### src/rtl/z88_pkg.sv
// Shared definitions for the Z88 LCD-to-VGA path: VGA timing, colours,
// VRAM address layout (shared with the LCD scanner) and small helpers.
package z88_pkg;

    // 640x480@60 timing, in pixels and lines
    localparam int H_ACT = 640;
    localparam int H_FP  = 16;
    localparam int H_SY  = 96;
    localparam int H_BP  = 48;
    localparam int V_ACT = 480;
    localparam int V_FP  = 10;
    localparam int V_SY  = 2;
    localparam int V_BP  = 33;

    // LCD window placement on the VGA raster
    localparam int LCD_Y0   = 112;
    localparam int LINE_REP = 4;     // VGA lines per LCD row, power of two
    localparam int LCD_ROWS = 64;
    localparam int ROW_OFF  = 16;    // writer stores LCD row 0 at VRAM row 16

    // VRAM address = {col, row}
    localparam int COL_W  = 9;
    localparam int ROW_W  = 6;
    localparam int ADDR_W = COL_W + ROW_W;

    typedef logic [11:0] color_t;

    localparam color_t COL_OFF    = 12'hBCB;
    localparam color_t COL_ON     = 12'h223;
    localparam color_t COL_GRAY   = 12'h778;
    localparam color_t COL_BORDER = 12'h000;

    // One pixel slot's worth of video control, carried down the output pipeline
    typedef struct packed {
        logic hs;
        logic vs;
        logic de;
        logic win;
        logic odd;
    } vid_stage_t;

    localparam vid_stage_t STAGE_IDLE = '{hs: 1'b1, vs: 1'b1, de: 1'b0, win: 1'b0, odd: 1'b0};

    // VRAM row for a VGA line inside the window; wraps naturally mod 64
    function automatic logic [ROW_W-1:0] vram_row(input logic [9:0] vcnt);
        logic [9:0] rel;
        logic [9:0] lcd_row;
        rel     = vcnt - 10'(LCD_Y0);
        lcd_row = rel / 10'(LINE_REP);
        return lcd_row[ROW_W-1:0] + ROW_W'(ROW_OFF);
    endfunction

    // Map one LCD pixel bit plus gray attribute to a colour
    function automatic color_t pix_color(input logic lit, input logic gray);
        color_t c;
        c = COL_OFF;
        if (lit) begin
            c = gray ? COL_GRAY : COL_ON;
        end
        return c;
    endfunction

endpackage

### src/rtl/z88_vga_timing.sv
// VGA raster generator: 25 MHz pixel enable, h/v counters, raw syncs and
// active-video flag, plus the once-per-frame toggle for the LCD scanner.
module z88_vga_timing
    import z88_pkg::*;
#(
    parameter int H_ACTIVE = H_ACT,
    parameter int H_FRONT  = H_FP,
    parameter int H_SYNC   = H_SY,
    parameter int H_BACK   = H_BP
) (
    input  logic       clk,
    input  logic       rst,
    output logic       pix_ena,
    output logic [9:0] hcnt,
    output logic [9:0] vcnt,
    output logic       hs,
    output logic       vs,
    output logic       de,
    output logic       new_fr_tgl
);

    localparam int H_TOT = H_ACTIVE + H_FRONT + H_SYNC + H_BACK;
    localparam int V_TOT = V_ACT + V_FP + V_SY + V_BP;

    // Pixel enable, raster counters and frame toggle (toggle at start of vertical blanking)
    always_ff @(posedge clk or posedge rst) begin
        if (rst) begin
            pix_ena    <= 1'b0;
            hcnt       <= '0;
            vcnt       <= '0;
            new_fr_tgl <= 1'b0;
        end else begin
            pix_ena <= ~pix_ena;
            if (pix_ena) begin
                if (hcnt == 10'(H_TOT - 1)) begin
                    hcnt <= '0;
                    if (vcnt == 10'(V_TOT - 1)) begin
                        vcnt <= '0;
                    end else begin
                        vcnt <= vcnt + 10'd1;
                    end
                    if (vcnt == 10'(V_ACT - 1)) begin
                        new_fr_tgl <= ~new_fr_tgl;
                    end
                end else begin
                    hcnt <= hcnt + 10'd1;
                end
            end
        end
    end

    // Raw (undelayed) active-low syncs and active-video flag
    always_comb begin
        hs = !((hcnt >= 10'(H_ACTIVE + H_FRONT)) && (hcnt < 10'(H_ACTIVE + H_FRONT + H_SYNC)));
        vs = !((vcnt >= 10'(V_ACT + V_FP)) && (vcnt < 10'(V_ACT + V_FP + V_SY)));
        de = (hcnt < 10'(H_ACTIVE)) && (vcnt < 10'(V_ACT));
    end

endmodule

### src/rtl/z88_vga_out.sv
// Display-side VRAM reader: fetches pixel-pair words inside the LCD window
// and produces registered RGB/syncs two pixel slots behind the counters.
module z88_vga_out
    import z88_pkg::*;
#(
    parameter int H_ACTIVE = H_ACT,
    parameter int H_FRONT  = H_FP,
    parameter int H_SYNC   = H_SY,
    parameter int H_BACK   = H_BP
) (
    input  logic              clk,
    input  logic              rst,
    output logic              new_fr_tgl,
    output logic [ADDR_W-1:0] vram_addr,
    input  logic [2:0]        vram_data,
    output logic [3:0]        vga_r,
    output logic [3:0]        vga_g,
    output logic [3:0]        vga_b,
    output logic              vga_hs,
    output logic              vga_vs,
    output logic              vga_de
);

    logic       pix_ena;
    logic [9:0] hcnt;
    logic [9:0] vcnt;
    logic       hs_raw;
    logic       vs_raw;
    logic       de_raw;
    logic       in_win;
    logic       fetch;
    logic [2:0] pair_q;
    vid_stage_t s1_reg;
    color_t     color_reg;

    z88_vga_timing #(
        .H_ACTIVE (H_ACTIVE),
        .H_FRONT  (H_FRONT),
        .H_SYNC   (H_SYNC),
        .H_BACK   (H_BACK)
    ) u_timing (
        .clk        (clk),
        .rst        (rst),
        .pix_ena    (pix_ena),
        .hcnt       (hcnt),
        .vcnt       (vcnt),
        .hs         (hs_raw),
        .vs         (vs_raw),
        .de         (de_raw),
        .new_fr_tgl (new_fr_tgl)
    );

    // LCD window: 256 VGA lines starting at LCD_Y0, all active columns
    always_comb begin
        in_win = (vcnt >= 10'(LCD_Y0)) &&
                 (vcnt < 10'(LCD_Y0 + LCD_ROWS * LINE_REP)) &&
                 (hcnt < 10'(H_ACTIVE));
        fetch  = pix_ena && in_win && !hcnt[0];
    end

    // VRAM address: one fetch per pixel pair, held outside the window
    always_ff @(posedge clk or posedge rst) begin
        if (rst) begin
            vram_addr <= '0;
        end else if (fetch) begin
            vram_addr <= {hcnt[COL_W:1], vram_row(vcnt)};
        end
    end

    // Stage 1: capture the raster state of the current pixel slot
    always_ff @(posedge clk or posedge rst) begin
        if (rst) begin
            s1_reg <= STAGE_IDLE;
        end else if (pix_ena) begin
            s1_reg <= '{hs: hs_raw, vs: vs_raw, de: de_raw, win: in_win, odd: hcnt[0]};
        end
    end

    // Hold the returned word for the odd pixel; it arrives on the even pixel's output slot
    always_ff @(posedge clk or posedge rst) begin
        if (rst) begin
            pair_q <= '0;
        end else if (pix_ena && s1_reg.win && !s1_reg.odd) begin
            pair_q <= vram_data;
        end
    end

    // Stage 2: registered outputs; even pixel uses the word straight off the RAM port
    always_ff @(posedge clk or posedge rst) begin
        if (rst) begin
            vga_hs    <= 1'b1;
            vga_vs    <= 1'b1;
            vga_de    <= 1'b0;
            color_reg <= '0;
        end else if (pix_ena) begin
            vga_hs <= s1_reg.hs;
            vga_vs <= s1_reg.vs;
            vga_de <= s1_reg.de;
            if (!s1_reg.de) begin
                color_reg <= '0;
            end else if (!s1_reg.win) begin
                color_reg <= COL_BORDER;
            end else if (!s1_reg.odd) begin
                color_reg <= pix_color(vram_data[1], vram_data[2]);
            end else begin
                color_reg <= pix_color(pair_q[0], pair_q[2]);
            end
        end
    end

    assign vga_r = color_reg[11:8];
    assign vga_g = color_reg[7:4];
    assign vga_b = color_reg[3:0];

endmodule
### config.mk
export PLATFORM = sky130hd
export DESIGN_NAME = z88_vga_out
export DESIGN_NICKNAME = d
export VERILOG_FILES = /design/src/rtl/z88_pkg.sv /design/src/rtl/z88_vga_timing.sv /design/src/rtl/z88_vga_out.sv
export SDC_FILE = /design/constraint.sdc
export NUM_CORES = 1
export LEC_CHECK = 0
export ABC_AREA = 1
export CAP_MARGIN = 20
export CORE_MARGIN = 2
export CORE_UTILIZATION = 31
export CTS_CLUSTER_DIAMETER = 30
export DETAILED_ROUTE_END_ITERATION = 16
export PLACE_DENSITY = 0.56
export SLEW_MARGIN = 20
export SYNTH_ARGS = -nofsm -noshare
export SYNTH_HDL_FRONTEND = slang
export SYNTH_HIERARCHICAL = 1
export SYNTH_SLANG_ARGS = --single-unit
### constraint.sdc
create_clock -name clk -period 1.8 [get_ports clk]
set_input_delay 0.36 -clock clk [delete_from_list [all_inputs] [get_ports clk]]
set_output_delay 0.36 -clock clk [all_outputs]
set_load 0.02 [all_outputs]
* Yosys cells after proc, flatten, opt, wreduce, memory -nomap -nowiden
Cells that the tools add are included.
** Word-level totals
- Word-level logic and storage cells :: 56
- Input bits :: 5
- Register bits :: 60
- Output and inout port bits :: 31
** Operators by class
- Order comparisons :: 8
- Reductions and logical operators :: 15
- Equal/unequal tests :: 3
- $add $sub $neg :: 4
- Muxes and demuxes :: 9
- Bitwise logic cells :: 2
** Operators by type and width (number)
- 12-bit two-way mux :: 5
- 10-bit by 9-bit less-than comparator with 1-bit output (second input constant) :: 3
- 11-bit two-way mux :: 2
- 10-bit by 1-bit adder with 10-bit output (second input constant) :: 2
- 10-bit equality test (second input constant) :: 2
- 10-bit less-than comparator (second input constant) :: 2
- 10-bit two-way mux :: 2
- 10-bit by 9-bit equality test with 1-bit output (second input constant) :: 1
- 10-bit >= comparator (second input constant) :: 1
- 10-bit by 7-bit >= comparator with 1-bit output (second input constant) :: 1
- 10-bit by 9-bit >= comparator with 1-bit output (second input constant) :: 1
- 1-bit logical AND :: 9
- 8-bit by 7-bit subtractor with 8-bit output (second input constant) :: 1
- 6-bit by 5-bit adder with 6-bit output (second input constant) :: 1
- 1-bit logical NOT :: 4
- 3-bit AND reduction :: 1
- 1-bit inverter :: 2
- 2-bit AND reduction :: 1

* Logic depth before layout (Yosys ltp)
- Depth in word-level cells :: 5
- Mapped depth :: 9

* Cells and area by module
Netlist, hierarchy kept.
** Modules (own cells, without submodules)
- z88_vga_out :: times used 1, seq. area each 780.7 um^2, cells an instance 182, area each 1539.0 um^2
- z88_vga_timing :: times used 1, seq. area each 550.5 um^2, cells an instance 165, area each 1330.0 um^2

* Worst setup path after synthesis
Ideal clock, no wire load.
- Path type :: register -> register
- From :: register u_timing.vcnt[4]
- To :: register vram_addr[4]
- Stages on the path, launching flop included :: 9
- Arrival :: 1.321 ns
- Setup slack :: 0.362 ns
- Path through :: dfrtp_1 > ha_1 > nand2_1 > nand2_1 > nor2_1 > o21ai_4 > buf_4 > nand4_1 > nand2_1
** Between the ends
- Longest elaborated chain between the ends :: 5
- Elaborated cells between the ends (all ways) :: 8
- Classes of those cells :: add/sub: 2; order compare: 2; reduce/logical: 4
** Ends and longest elaborated chain
- from (decl) :: RTL line z88_vga_timing.sv:15 : output logic [9:0] vcnt,
- from (signal assigned) :: RTL line z88_vga_timing.sv:40 : vcnt <= vcnt + 10'd1;
- branches (longest 5 deep; another with 8-bit by 7-bit subtractor with 8-bit output)
- to (signal assigned) :: RTL line z88_vga_out.sv:66 : vram_addr <= {hcnt[COL_W:1], vram_row(vcnt)};
- to (decl) :: RTL line z88_vga_out.sv:14 : output logic [ADDR_W-1:0] vram_addr,
Parallel ways; which one is timed is not known.
A chain may end at the register's enable or synchronous reset.

* Final worst setup path
- From :: register u_timing.new_fr_tgl
- To :: output new_fr_tgl
** RTL lines
- from (decl) :: RTL line z88_vga_timing.sv:19 : output logic new_fr_tgl
- from (signal assigned) :: RTL line z88_vga_timing.sv:43 : new_fr_tgl <= ~new_fr_tgl;
- to (decl) :: RTL line z88_vga_out.sv:13 : output logic new_fr_tgl,
No word-level cell between the ends.

==> flow_metrics.tcl <==
set metrics [dict create \
    skew_ns 0.00786 \
    syn-num-nets 359 \
    multi_input_area_um2 1240 \
    synth_top_family_by_area "simple AND/OR/NAND/NOR gates" \
    hold_class "input port to async pin" \
    yosysSeqAreaShare 0.464 \
    yosysTopAreaCellShare 0.427 \
    cts_tree "done" \
    hold_viol_final 0 \
    synth_compound_area_frac 0.0549 \
    cp.arrival_ns 1.33 \
    placed_cell_area_um2 3310 \
    htreeDepth 2 \
    final_max_slew_viol_count 0 \
    path_buf_inv 1 \
    ys_top_cells_by_area "dfrtp_1 43%, nand2_1 11%, inv_1 5.9%" \
    tns_ns 0 \
    regMostFlops "vram_addr" \
    gp_congestion 0.803 \
    wl_per_cell_um 11.8 \
    fin_crit_ns 1.69 \
    post-route-util 0.376 \
    fin_nets 394 \
    status "finished clean" \
    syn_area_um2 2870 \
    grt_max_degree 32 \
    reg_top3 "vram_addr x15, u_timing/hcnt x10, u_timing/vcnt x10" \
    vias 2297 \
    synthMuxAreaShare 0.0118 \
    power.switching_uw 416 \
    coreArea_um2 9110 \
    initial_utilization 0.315 \
    portBuffers 34 \
    drive_gt1_frac 0.110 \
    critical_path_required_ns 1.44 \
    hpwl_mm 4.41 \
    vias_per_cell 4.65 \
    cts-root-buf "clkbuf_8" \
    ff_latch_area_um2 1330 \
    p_int_mw 1.62 \
    die_h_um 100 \
    largest_reg_flops 15 \
    cts_buffers 5 \
    cts_max_path_buffers 2 \
    clk_latency_ns 0.30 \
    fmax_mhz 592 \
    slowest_delay_ns 0.63 \
    setup_violations 0 \
    synth_cell_types 36 \
    ys_seq_elements 53 \
    syn2layout_area_growth_pct 19.3 \
    cp-end-kind "primary output" \
    yosys.area.top_type "dfrtp_1" \
    clkSlewWorstSetupHoldPaths_ns 0.09 \
    combPwrFrac 0.021 \
    ant_nets 0 \
    final_area_um2 3420 \
    yosysWarnings 6 \
    start_kind "flop" \
    diodes 0 \
    power.leakage_nw 1.71 \
    yosys.area_share.simple 0.299 \
    first_pass_iters 4 \
    critPathMaxFanout 2 \
    yosys.area_share.adder 0.0305 \
    fillers 965 \
    p_seq_frac 0.585 \
    synthXorXnorAreaFrac 0.0362 \
    cap_violations 0 \
    critPathKind "flop to primary output" \
    pwr-share-clk 0.394 \
    layout_commonest_cell "nand2_1" \
    drc_errors 0 \
    io_pins 36 \
    avgSynthCellArea_um2 8.27 \
    cts_hold_buf 0 \
    rows 35 \
    die_w_um 100 \
    path_cells "clkdlybuf4s50_1" \
    p_per_area_nw_per_um2 596 \
    wl_mm 5.85 \
    cts.sinks 53 \
    post-route-period-util 0.939 \
    grt_pass1_wl_mm 10.3 \
    final_cell_mix "85 x nand2_1, 49 x dfrtp_1, 45 x inv_1" \
    grt_usage 0.126 \
    swShare 0.204 \
    antenna_found_initial 0 \
    finalPower_mw 2.04 \
    rsz0062_at_grt "false" \
    dieArea_um2 10000 \
    cpLargestDelayFamily "buffers and inverters" \
    grt_overflow_total 0 \
    cp_slowest_cell "clkdlybuf4s50_1" \
    hold_slack_ns 0.413 \
    synthCells 347 \
    grt_pass1_vias 2190 \
    vdd_ir_drop_max_mv 0.283 \
    dr.first_iter.drc_count 110 \
]
[cells in the mapped netlist]
cell      count
o21ai_1       2
inv_1        45
inv_2         2
nor4_1        1
dfrtp_1      49
o211ai_1      1
nand3_4       2
buf_6         2
o221ai_1      2
nor2_1       35
nand2_1      85
nand3b_1      1
nor2_2        5
a22oi_1       1
dfstp_2       4
o21ai_4       1
xor2_2        1
nor3b_1       1
clkbuf_1      3
a21oi_1       2
mux2_2        1
conb_1        1
nor3_1        4
mux2_1        2
nor2_4        4
buf_2         3
clkinv_1      2
nand2_2       3
nand4_1      21
ha_1          7
o22ai_1       3
nand3_1      17
o21ai_0      14
buf_4         8
nand3_2       2
xor2_1       10
[worst reg2reg max path: stages (launching register included)]
cell,delay (ns)
dfrtp_1,0.47
ha_1,0.24
nand2_1,0.11
nand2_1,0.06
nor2_1,0.19
o21ai_4,0.12
buf_4,0.19
nand4_1,0.11
nand2_1,0.06
[what timing repair did]
action,in CTS,in global routing
buffers inserted,0,0
endpoints found under the setup margin,2,0
resized for setup,2,0
[power groups by stage]
stage / clock (mW) / sequential [mW] / combinational, mW
final: 0.803 / 1.19 / 0.0432
after global routing: 0.897 / 1.19 / 0.0512
after CTS: 0.854 / 1.19 / 0.0463
after detailed placement: 0 / 1.22 / 0.0462
after global placement: 0 / 1.22 / 0.0454
after floorplan: 0 / 1.22 / 0.0258
[area by class of cell]
class / instances / area share
Sequential cell: 53 / 0.389
Tap cell: 111 / 0.0406
Inverter: 49 / 0.0537
Clock inverter: 2 / 0.0113
Timing Repair Buffer: 44 / 0.121
Multi-Input combinational cell: 229 / 0.364
Clock buffer: 6 / 0.0212
[logic make-up (layout without fill, tap and decap cells)]
family                     Yosys count  count (layout)
and+or+nand+nor                    181             181
buffers and inverters               65             101
DFF                                 53              53
AOI/OAI and AO/OA                   26              26
xor gates and xnor gates            11              11
adders and majority gates            7               7
muxes                                3               3
other                                1               1
[layer usage]
| metal | track usage | vias to the layer above | routed length, um |
|---|---|---|---|
| met1 | 0.169 | 1081 | 2790 |
| met2 | 0.210 | 47 | 2800 |
| met5 | 0 | - | 0 |
| met3 | 0.0216 | 5 | 198 |
| li1 | - | 1164 | - |
| met4 | 0.0348 | 0 | 61 |
[per-stage QoR]
step | setup slack (ns) | instances
floorplan | 0.362 | 347
global placement | 0.211 | 486
detailed placement | 0.201 | 486
CTS | 0.0784 | 494
global route | 0.0503 | 494
finish | 0.111 | 494
[final timing paths]
kind,start,endpoint,slack [ns],cells after the start
hold / removal,rst,u_timing/hcnt[2]$_DFFE_PP0P_,0.41,3
hold reg to reg,s1_reg[4]$_DFFE_PP1P_,vga_hs$_DFFE_PP1P_,0.47,2
min in group clk,s1_reg[4]$_DFFE_PP1P_,vga_hs$_DFFE_PP1P_,0.47,2
setup reg to reg,u_timing/vcnt[4]$_DFFE_PP0P_,vram_addr[12]$_DFFE_PP0P_,0.15,8
setup / recovery,u_timing/new_fr_tgl$_DFFE_PP0P_,new_fr_tgl,0.11,1
max in group asynchronous,rst,s1_reg[3]$_DFFE_PP1P_,1.02,3
(Power assumes the default switching activity.)
